<file path="src/rtl/pipe_stage_reg.sv">
// -----------------------------------------------------------------------------
// pipe_stage_reg
//   Elastic pipeline stage register carrying a datapath bundle and a control
//   bundle between two pipeline stages under a valid/ready handshake.
//
//   SKID=1 : two-entry buffer (main M + skid S), in_ready comes straight from
//            a flop, so full throughput is kept without a combinational
//            ready path from downstream to upstream.
//   SKID=0 : single register, in_ready = !M.valid | out_ready.
//
//   out_ctrl shows CTRL_BUBBLE (a NOP encoding) whenever out_valid is low, so
//   the next stage never sees stale control while no entry is presented.
//
// Ports
//   clk        clock, rising edge
//   rst        asynchronous active-high reset
//   flush      synchronous kill of all held entries (beats any transfer)
//   in_valid   upstream offers an entry
//   in_ready   stage accepts an entry this cycle
//   in_data    upstream datapath bundle   [DATA_W]
//   in_ctrl    upstream control bundle    [CTRL_W]
//   out_valid  head entry presented downstream
//   out_ready  downstream accepts the head entry
//   out_data   head entry datapath        [DATA_W]
//   out_ctrl   head entry control or CTRL_BUBBLE
//   occupancy  number of held entries, 0..2
// -----------------------------------------------------------------------------
module pipe_stage_reg #(
  parameter int                DATA_W      = 96,
  parameter int                CTRL_W      = 16,
  parameter int                SKID        = 1,
  parameter logic [CTRL_W-1:0] CTRL_BUBBLE = '0
) (
  input  logic              clk,
  input  logic              rst,
  input  logic              flush,
  input  logic              in_valid,
  output logic              in_ready,
  input  logic [DATA_W-1:0] in_data,
  input  logic [CTRL_W-1:0] in_ctrl,
  output logic              out_valid,
  input  logic              out_ready,
  output logic [DATA_W-1:0] out_data,
  output logic [CTRL_W-1:0] out_ctrl,
  output logic [1:0]        occupancy
);

  // Main register: always the head of the queue and the only thing that
  // drives the outputs, which keeps in_* -> out_* free of combinational paths.
  logic              m_valid_reg, m_valid_next;
  logic [DATA_W-1:0] m_data_reg,  m_data_next;
  logic [CTRL_W-1:0] m_ctrl_reg,  m_ctrl_next;

  // Skid register: second-in-line entry. Constant-empty when SKID=0.
  logic              s_valid_reg, s_valid_next;
  logic [DATA_W-1:0] s_data_reg,  s_data_next;
  logic [CTRL_W-1:0] s_ctrl_reg,  s_ctrl_next;

  logic in_fire;
  logic out_fire;

  assign in_fire  = in_valid & in_ready;
  assign out_fire = m_valid_reg & out_ready;

  generate
    if (SKID != 0) begin : g_skid
      // Registered ready: space exists as long as the skid slot is free.
      assign in_ready  = ~s_valid_reg;
      assign occupancy = {m_valid_reg & s_valid_reg, m_valid_reg ^ s_valid_reg};

      always_comb begin
        m_valid_next = m_valid_reg;
        m_data_next  = m_data_reg;
        m_ctrl_next  = m_ctrl_reg;
        s_valid_next = s_valid_reg;
        s_data_next  = s_data_reg;
        s_ctrl_next  = s_ctrl_reg;

        if (flush) begin
          // Only the valid bits die; payload registers keep their contents.
          m_valid_next = 1'b0;
          s_valid_next = 1'b0;
        end else if (!m_valid_reg) begin
          // EMPTY
          if (in_fire) begin
            m_valid_next = 1'b1;
            m_data_next  = in_data;
            m_ctrl_next  = in_ctrl;
          end
        end else if (!s_valid_reg) begin
          // ONE
          if (in_fire && out_fire) begin
            m_data_next = in_data;
            m_ctrl_next = in_ctrl;
          end else if (in_fire) begin
            // Head is stalled: park the newcomer behind it.
            s_valid_next = 1'b1;
            s_data_next  = in_data;
            s_ctrl_next  = in_ctrl;
          end else if (out_fire) begin
            m_valid_next = 1'b0;
          end
        end else begin
          // FULL: in_ready is low, so only the drain side can move.
          if (out_fire) begin
            m_data_next  = s_data_reg;
            m_ctrl_next  = s_ctrl_reg;
            s_valid_next = 1'b0;
          end
        end
      end
    end else begin : g_single
      // Combinational ready: a full register can still take a new entry in
      // the same cycle its current one leaves.
      assign in_ready  = ~m_valid_reg | out_ready;
      assign occupancy = {1'b0, m_valid_reg};

      always_comb begin
        m_valid_next = m_valid_reg;
        m_data_next  = m_data_reg;
        m_ctrl_next  = m_ctrl_reg;
        s_valid_next = 1'b0;
        s_data_next  = s_data_reg;
        s_ctrl_next  = s_ctrl_reg;

        if (flush) begin
          m_valid_next = 1'b0;
        end else if (in_fire) begin
          m_valid_next = 1'b1;
          m_data_next  = in_data;
          m_ctrl_next  = in_ctrl;
        end else if (out_fire) begin
          m_valid_next = 1'b0;
        end
      end
    end
  endgenerate

  always_ff @(posedge clk or posedge rst) begin
    if (rst) begin
      m_valid_reg <= 1'b0;
      m_data_reg  <= '0;
      m_ctrl_reg  <= '0;
      s_valid_reg <= 1'b0;
      s_data_reg  <= '0;
      s_ctrl_reg  <= '0;
    end else begin
      m_valid_reg <= m_valid_next;
      m_data_reg  <= m_data_next;
      m_ctrl_reg  <= m_ctrl_next;
      s_valid_reg <= s_valid_next;
      s_data_reg  <= s_data_next;
      s_ctrl_reg  <= s_ctrl_next;
    end
  end

  assign out_valid = m_valid_reg;
  assign out_data  = m_data_reg;
  assign out_ctrl  = m_valid_reg ? m_ctrl_reg : CTRL_BUBBLE;

endmodule

</file>
<file path="config.mk">
export PLATFORM = sky130hd
export DESIGN_NAME = pipe_stage_reg
export DESIGN_NICKNAME = d
export VERILOG_FILES = /design/src/rtl/pipe_stage_reg.sv
export SDC_FILE = /design/constraint.sdc
export NUM_CORES = 1
export LEC_CHECK = 0
export BUFFER_PORTS_ARGS = -buffer_cell sky130_fd_sc_hd__buf_2
export CAP_MARGIN = 10
export CORE_MARGIN = 2
export CORE_UTILIZATION = 34
export CTS_BUF_LIST = sky130_fd_sc_hd__clkbuf_4 sky130_fd_sc_hd__clkbuf_8
export CTS_CLUSTER_DIAMETER = 40
export DETAILED_ROUTE_END_ITERATION = 10
export GPL_TIMING_DRIVEN = 1
export HOLD_SLACK_MARGIN = 0.15
export PLACE_DENSITY = 0.65
export SLEW_MARGIN = 40
export SYNTH_ARGS = -nofsm -noshare
export SYNTH_HDL_FRONTEND = slang
export SYNTH_SLANG_ARGS = --single-unit
</file>
<file path="constraint.sdc">
create_clock -name clk -period 14.7 [get_ports clk]
set_input_delay 0.735 -clock clk [delete_from_list [all_inputs] [get_ports clk]]
set_output_delay 0.735 -clock clk [all_outputs]
set_load 0.01 [all_outputs]
</file>
==> results.md, run 1 <==
- Die width: approximately 180 µm
- WS Path Type: flop to flop
- Clk buf depth: 3
- CP dominant cell by count: mux2_2
- Clk sink count: approximately 230
- Synthesis-stage register bit count: roughly 230
- Worst Path Max Fanout: 75
- Clk_skew: 0.0134 ns
- CTS tree: yes
- Die height: about 180 µm
- First-pass DRT Iterations: 3
- DR iter-0 viols: 156
- Vias per cell: roughly 4.7
- Overall power: approximately 1.9 mW
- Syn_nets: approximately 750
- Period utilization: about 18%
- Final core occ: about 43%
- Cell Pwr Density: 153 nW/µm²
- Fmax: around 0.37 GHz
- DIE AREA: slightly above 30000 µm²
- Core area: 28800 µm²
- CP Capture Type: flop
- Seq/Total Area, Yosys: 56.8%
- Input/output buffers: approximately 230
- Status: finished, final reports clean
- CP max stage cell: buf_6
- # IOs: around 230
- Synth Instances: 633
- Vias in the first global route: approximately 6300
- CP max stage delay: about 0.66 ns
- Worst-Skew Late Latency: around 0.54 ns
- Total grt overflow: 0
- Final Hold Violating Endpoints: 0
- Slew Limit Fails: 0
- CTS hold repair buffers: 0
- Post-route worst setup slack: around 12 ns
- Setup TNS Final: 0 ns
- Area after DPL: about 11000 µm²
- Leakage: roughly 5.7 nW
- Unique masters post-synth: 19
- DRC errors left: 0
- Rows: 62
- Share of layout cells above drive strength 1: around 63%
- Layout Nets: 1000
- Drt total wl: about 21000 µm
- Worst Hold Class: input pin to asynchronous set/reset pin
- # fillers: roughly 2700
- DP Worst Slack: roughly 12 ns
- Ys Warns: 0
- Avg Inst Size Synth: about 16 µm²
- Max cap viols: 0
- Post-CTS setup buffer count: 0
- Largest net degree at the start of global routing: 88
- Routability cong.: slightly above 0.7
- CP cell instances: nand2_4 > buf_6 > mux2_2 > mux2_2
- Worst-Margin Slew: roughly 0.80 ns
- Root buffer cell: clkbuf_8
- Cells resized by post-CTS repair: 0
- Vias: around 6000
- VDD IR max: a little under 0.1 mV
- RSZ-0062 raised after global routing: no
- Crit-path leading delay family: multiplexers
- Detail Placement HPWL: between 10000 and 15000 µm
- WL per Instance: between 15 and 20 µm
- Clock transition at path regs: approximately 0.060 ns
- Fin area: between 10000 and 15000 µm²
- Area Growth Syn to Fin: 23.8%
- Post-route ant nets: 0
- Num CTS Buffers: 45
- Relative slew slack: between 40% and 50%
- Endpoints failing setup: 0
- CTS HTree Levels: 2
- Crit path time final: about 2.7 ns
- Worst Path Required: 15.11 ns
- Worst Setup SP: out_valid
- Worst R2R Start: out_valid
- Initial antenna violation count: 4
- CP Launch Type: flop
- Mapped cell area: 9960 µm²
- Initial Util: 34.6%
- GRT Overall Usage: approximately 14%
- First-pass GRT wire length: roughly 34000 µm
- WP data arrival: roughly 3.1 ns
- Worst path bufs/invs: 1
==> cells by family after synthesis <==
group / after synthesis / synth area share [%]
compound gates: 6 / 0.452
fa+ha+maj: 2 / 0.251
buf+inv: 42 / 3.24
flops: 226 / 56.8
mux: 336 / 38.0
simple gates: 21 / 1.29
==> cell usage after synthesis <==
library cell	n	share of area, %
mux2_2	256	29
o21ai_0	1	0.050
inv_1	4	0.15
ha_1	2	0.25
a211oi_2	1	0.13
nor2b_1	1	0.063
clkbuf_1	4	0.15
dfrtp_1	226	57
buf_6	16	1.8
a21oi_1	2	0.10
buf_2	9	0.45
a2bb2oi_1	1	0.088
buf_4	9	0.68
nand2_1	1	0.038
mux2_1	80	9.0
and2_1	16	1.0
nand4_1	1	0.063
nand2b_1	2	0.13
a21oi_2	1	0.088
==> layer usage <==
metal | GRT usage (%) | vias to the layer above | routed length (µm)
li1 | - | 2770 | -
met1 | 17.9 | 3029 | 9440
met2 | 21.1 | 189 | 9320
met3 | 5.72 | 54 | 2080
met4 | 4.97 | 4 | 464
met5 | 0 | - | 33
==> layout make-up <==
cell class / instances / area, µm² / area share, %
diodes: 2 / 5.00 / 0.0406
clock buffers: 67 / 860 / 6.97
clock inverters: 8 / 70.1 / 0.568
inverters: 4 / 22.5 / 0.183
multi-input cells: 365 / 4000 / 32.4
flip-flops and latches: 226 / 5660 / 45.9
well taps: 384 / 480 / 3.90
repair buffers: 239 / 1230 / 10.0
==> path summary, 6_finish.rpt <==
check	end	slack, ns	cells past startpoint
min in group clk	s_ctrl_reg[2]	0.41	2
hold reg to reg	s_data_reg[23]	0.49	1
max in group asynchronous	out_data[51]	12.66	4
setup reg to reg	out_data[64]	12.03	4
hold / removal	out_data[38]	0.27	2
setup / recovery	out_data[64]	12.03	4
==> through the flow <==
stage,cells,hold slack [ns]
finish,1295,0.271
global route,1294,0.296
CTS,1293,0.273
detailed placement,1218,0.477
global placement,1218,0.470
floorplan,633,0.460
==> report_power, final <==
part / internal [mW] / switching, mW
registers: 0.799 / 0.0814
logic: 0.203 / 0.156
clock network: 0.388 / 0.262
total: 1.39 / 0.500
==> layout by cell type (no fill, tap or decap), drive strengths merged, types with 2 or more instances in the layout <==
| cell | n |
|---|---|
| mux2 | 336 |
| buf | 238 |
| dfrtp | 226 |
| clkbuf | 68 |
| and2 | 16 |
| clkinv | 5 |
| inv | 4 |
| a21oi | 3 |
| diode | 2 |
| nand2b | 2 |
| ha | 2 |
| clkinvlp | 2 |
Note: power is estimated with default switching activity, not from simulation.
==> inputs of run 2 (changes only) <==
clock period = 2.6 ns   (was 14.7 ns; I/O delays follow)
==> run 2 against run 1 <==
Critical path depth rose by 1. Hold slack got worse by 0.044 ns. Wire length up 2.9%. Count of clock-buffer cells in the layout up 4. Register-to-register slack lost 12 ns. Sequential share of layout area shrank 4.4 points. First-iteration DRC count rose by 37%. Die area unchanged. Utilization is 4.5 points higher. Global-route usage up 0.51 points.
==> results.md, run 2 (same netlist as run 1, synthesis figures left out) <==
- Rows: 62 (unchanged)
- Endpoints failing setup: 0 (unchanged)
- GRT Overall Usage: 14.4% (+0.51 points)
- CP max stage delay: 0.51 ns (-0.15 ns)
- Wire length on met3: 1570 µm (-24%)
- Clock transition at path regs: 0.06 ns (about the same)
- Vias in the first global route: 7059 (+12%)
- Num CTS Buffers: 44 (-2.2%)
- Initial antenna violation count: 0 (-4)
- Period utilization: 87.6% (+69 points)
- First-pass GRT wire length: 36200 µm (+5.5%)
- Worst Path Max Fanout: 62 (-17%)
- Most common cell after layout, fill and taps aside: mux2_2
- Met2 WL post-DR: 10400 µm (+11%)
- Routability cong.: 0.710 (+0.54%)
- Largest net degree at the start of global routing: 81 (-8.0%)
- Final Hold Violating Endpoints: 0 (unchanged)
- CTS HTree Levels: 2 (unchanged)
- Most frequent cells in the layout: 256 x mux2_2, 232 x buf_2, 226 x dfrtp_1
- Drt total wl: 22000 µm (+2.9%)
- # IOs: 233 (unchanged)
- Highest metal used: met4
- Fmax: 0.439 GHz (+17%)
- Die height: 175 µm (unchanged)
- Core area: 28800 µm² (unchanged)
- Hold_ws: 0.226 ns (-0.0444 ns)
- Root buffer cell: clkbuf_8
- Vias: 6415 (+6.1%)
- Max cap viols: 0 (unchanged)
- CP cell instances: ha_1 > nand2b_1 > a211oi_4 > buf_12 > mux2_2
- Clk buf depth: 3 (unchanged)
- First-pass DRT Iterations: 6 (+3)
- Total grt overflow: 0 (unchanged)
- Worst Hold Class: input pin to asynchronous set/reset pin
- Input/output buffers: 232 (unchanged)
- # fillers: 2550 (-5.5%)
- Worst-Margin Slew: 0.613 ns (-0.188 ns)
- Cells resized by post-CTS repair: 0 (unchanged)
- Clk sink count: 226 (unchanged)
- Worst-Skew Late Latency: 0.53 ns (about the same)
- WP data arrival: 2.68 ns (-0.41 ns)
- Initial Util: 34.6% (unchanged)
- WS Path Type: flop to flop
- CP Capture Type: flop
- Post-route ant nets: 0 (unchanged)
- Overall power: 10.9 mW (+480%)
- CTS tree: yes
- Worst path bufs/invs: 1 (unchanged)
- Met1 wire length: 9650 µm (+2.2%)
- Vias per cell: 4.52 (-3.2%)
- WL per Instance: 15.5 µm (-6.1%)
- Area Growth Syn to Fin: 36.8%
- Leakage: 6.24 nW (+9.6%)
- Worst Path Required: 3.00 ns (-12.11 ns)
- DR iter-0 viols: 213 (+37%)
- Die width: 175 µm (unchanged)
- Share of layout cells above drive strength 1: 56.3% (-6.9 points)
- DIE AREA: 30700 µm² (unchanged)
- Status: finished, final reports clean
- Crit-path leading delay family: flip-flops
- Slew Limit Fails: 0 (unchanged)
- CP max stage cell: dfrtp_1
- Crit path time final: 2.28 ns (-0.395 ns)
- Relative slew slack: 59.0% (+12 points)
- Clk_skew: 0.0147 ns (+0.00130 ns)
- DRC errors left: 0 (unchanged)
- Layout Nets: 1119 (+12%)
- VDD IR max: 0.483 mV (+400%)
- Final core occ: 47.3% (+4.5 points)
- CP Launch Type: flop
- RSZ-0062 raised after global routing: no
- Detail Placement HPWL: 13400 µm (-0.32%)
- Cell Pwr Density: 799 nW/µm² (+420%)
[run 2: cell count changes in the layout (fill, tap and decap cells not counted), sizes merged]
cell / change
buf: +4
clkbuf: +3
clkinvlp: +3
diode: -1
dlygate4sd3: +117
inv: -1
[run 2: final timing paths]
check | startpoint | end | slack, ns | cells past startpoint
hold / removal | rst | out_data[84] | 0.23 | 3
max in group asynchronous | rst | s_ctrl_reg[6] | 1.58 | 4
setup / recovery | out_valid | out_data[37] | 0.32 | 5
hold reg to reg | s_data_reg[87] | s_data_reg[87] | 0.49 | 1
min in group clk | in_data[88] | s_data_reg[88] | 0.36 | 3
setup reg to reg | out_valid | out_data[37] | 0.32 | 5
[run 2: through the flow]
step / TNS [ns] / std cells / cell area [µm²] / setup slack [ns]
after floorplan: -108.93 / 633 / 9960 / -0.482
after global placement: 0 / 1221 / 11500 / 0.400
after detailed placement: 0 / 1221 / 11500 / 0.299
after CTS: 0 / 1419 / 13600 / 0.292
after global routing: 0 / 1419 / 13600 / 0.202
final: 0 / 1420 / 13600 / 0.321
[run 2: repair_timing]
action | 4_1_cts | 5_1_grt
hold endpoints to repair | 333 | 0
setup buffers | 0 | 0
hold buffers | 117 | 0
[run 2: layout make-up]
type	count	area, µm²	share of cell area (%)
antenna	1	2.50	0.0184
clock buffer	71	858	6.30
clock inverter	10	92.6	0.680
inverter	4	18.8	0.138
multi-input combinational	365	4000	29.3
sequential	226	5660	41.5
tap	384	480	3.53
timing repair buffer	359	2520	18.5
[run 2: per-layer routing]
layer	up-vias	GRT usage [%]
met5	-	0
met4	0	3.75
met3	36	4.70
met2	185	24.2
met1	3187	17.9
li1	3007	-
[run 2: where the power goes]
| part | internal (mW) | leakage (nW) | total, mW | switching, mW |
|---|---|---|---|---|
| Clock | 2.20 | 0.496 | 3.71 | 1.51 |
| Sequential | 4.52 | 2.70 | 4.99 | 0.471 |
| Combinational | 1.28 | 3.05 | 2.19 | 0.912 |
| Total | 8.00 | 6.24 | 10.9 | 2.89 |
[run 2: worst min-delay path: cells and delay by family]
family                 cells  cell delay (ns)
buffers and inverters      3             1.07
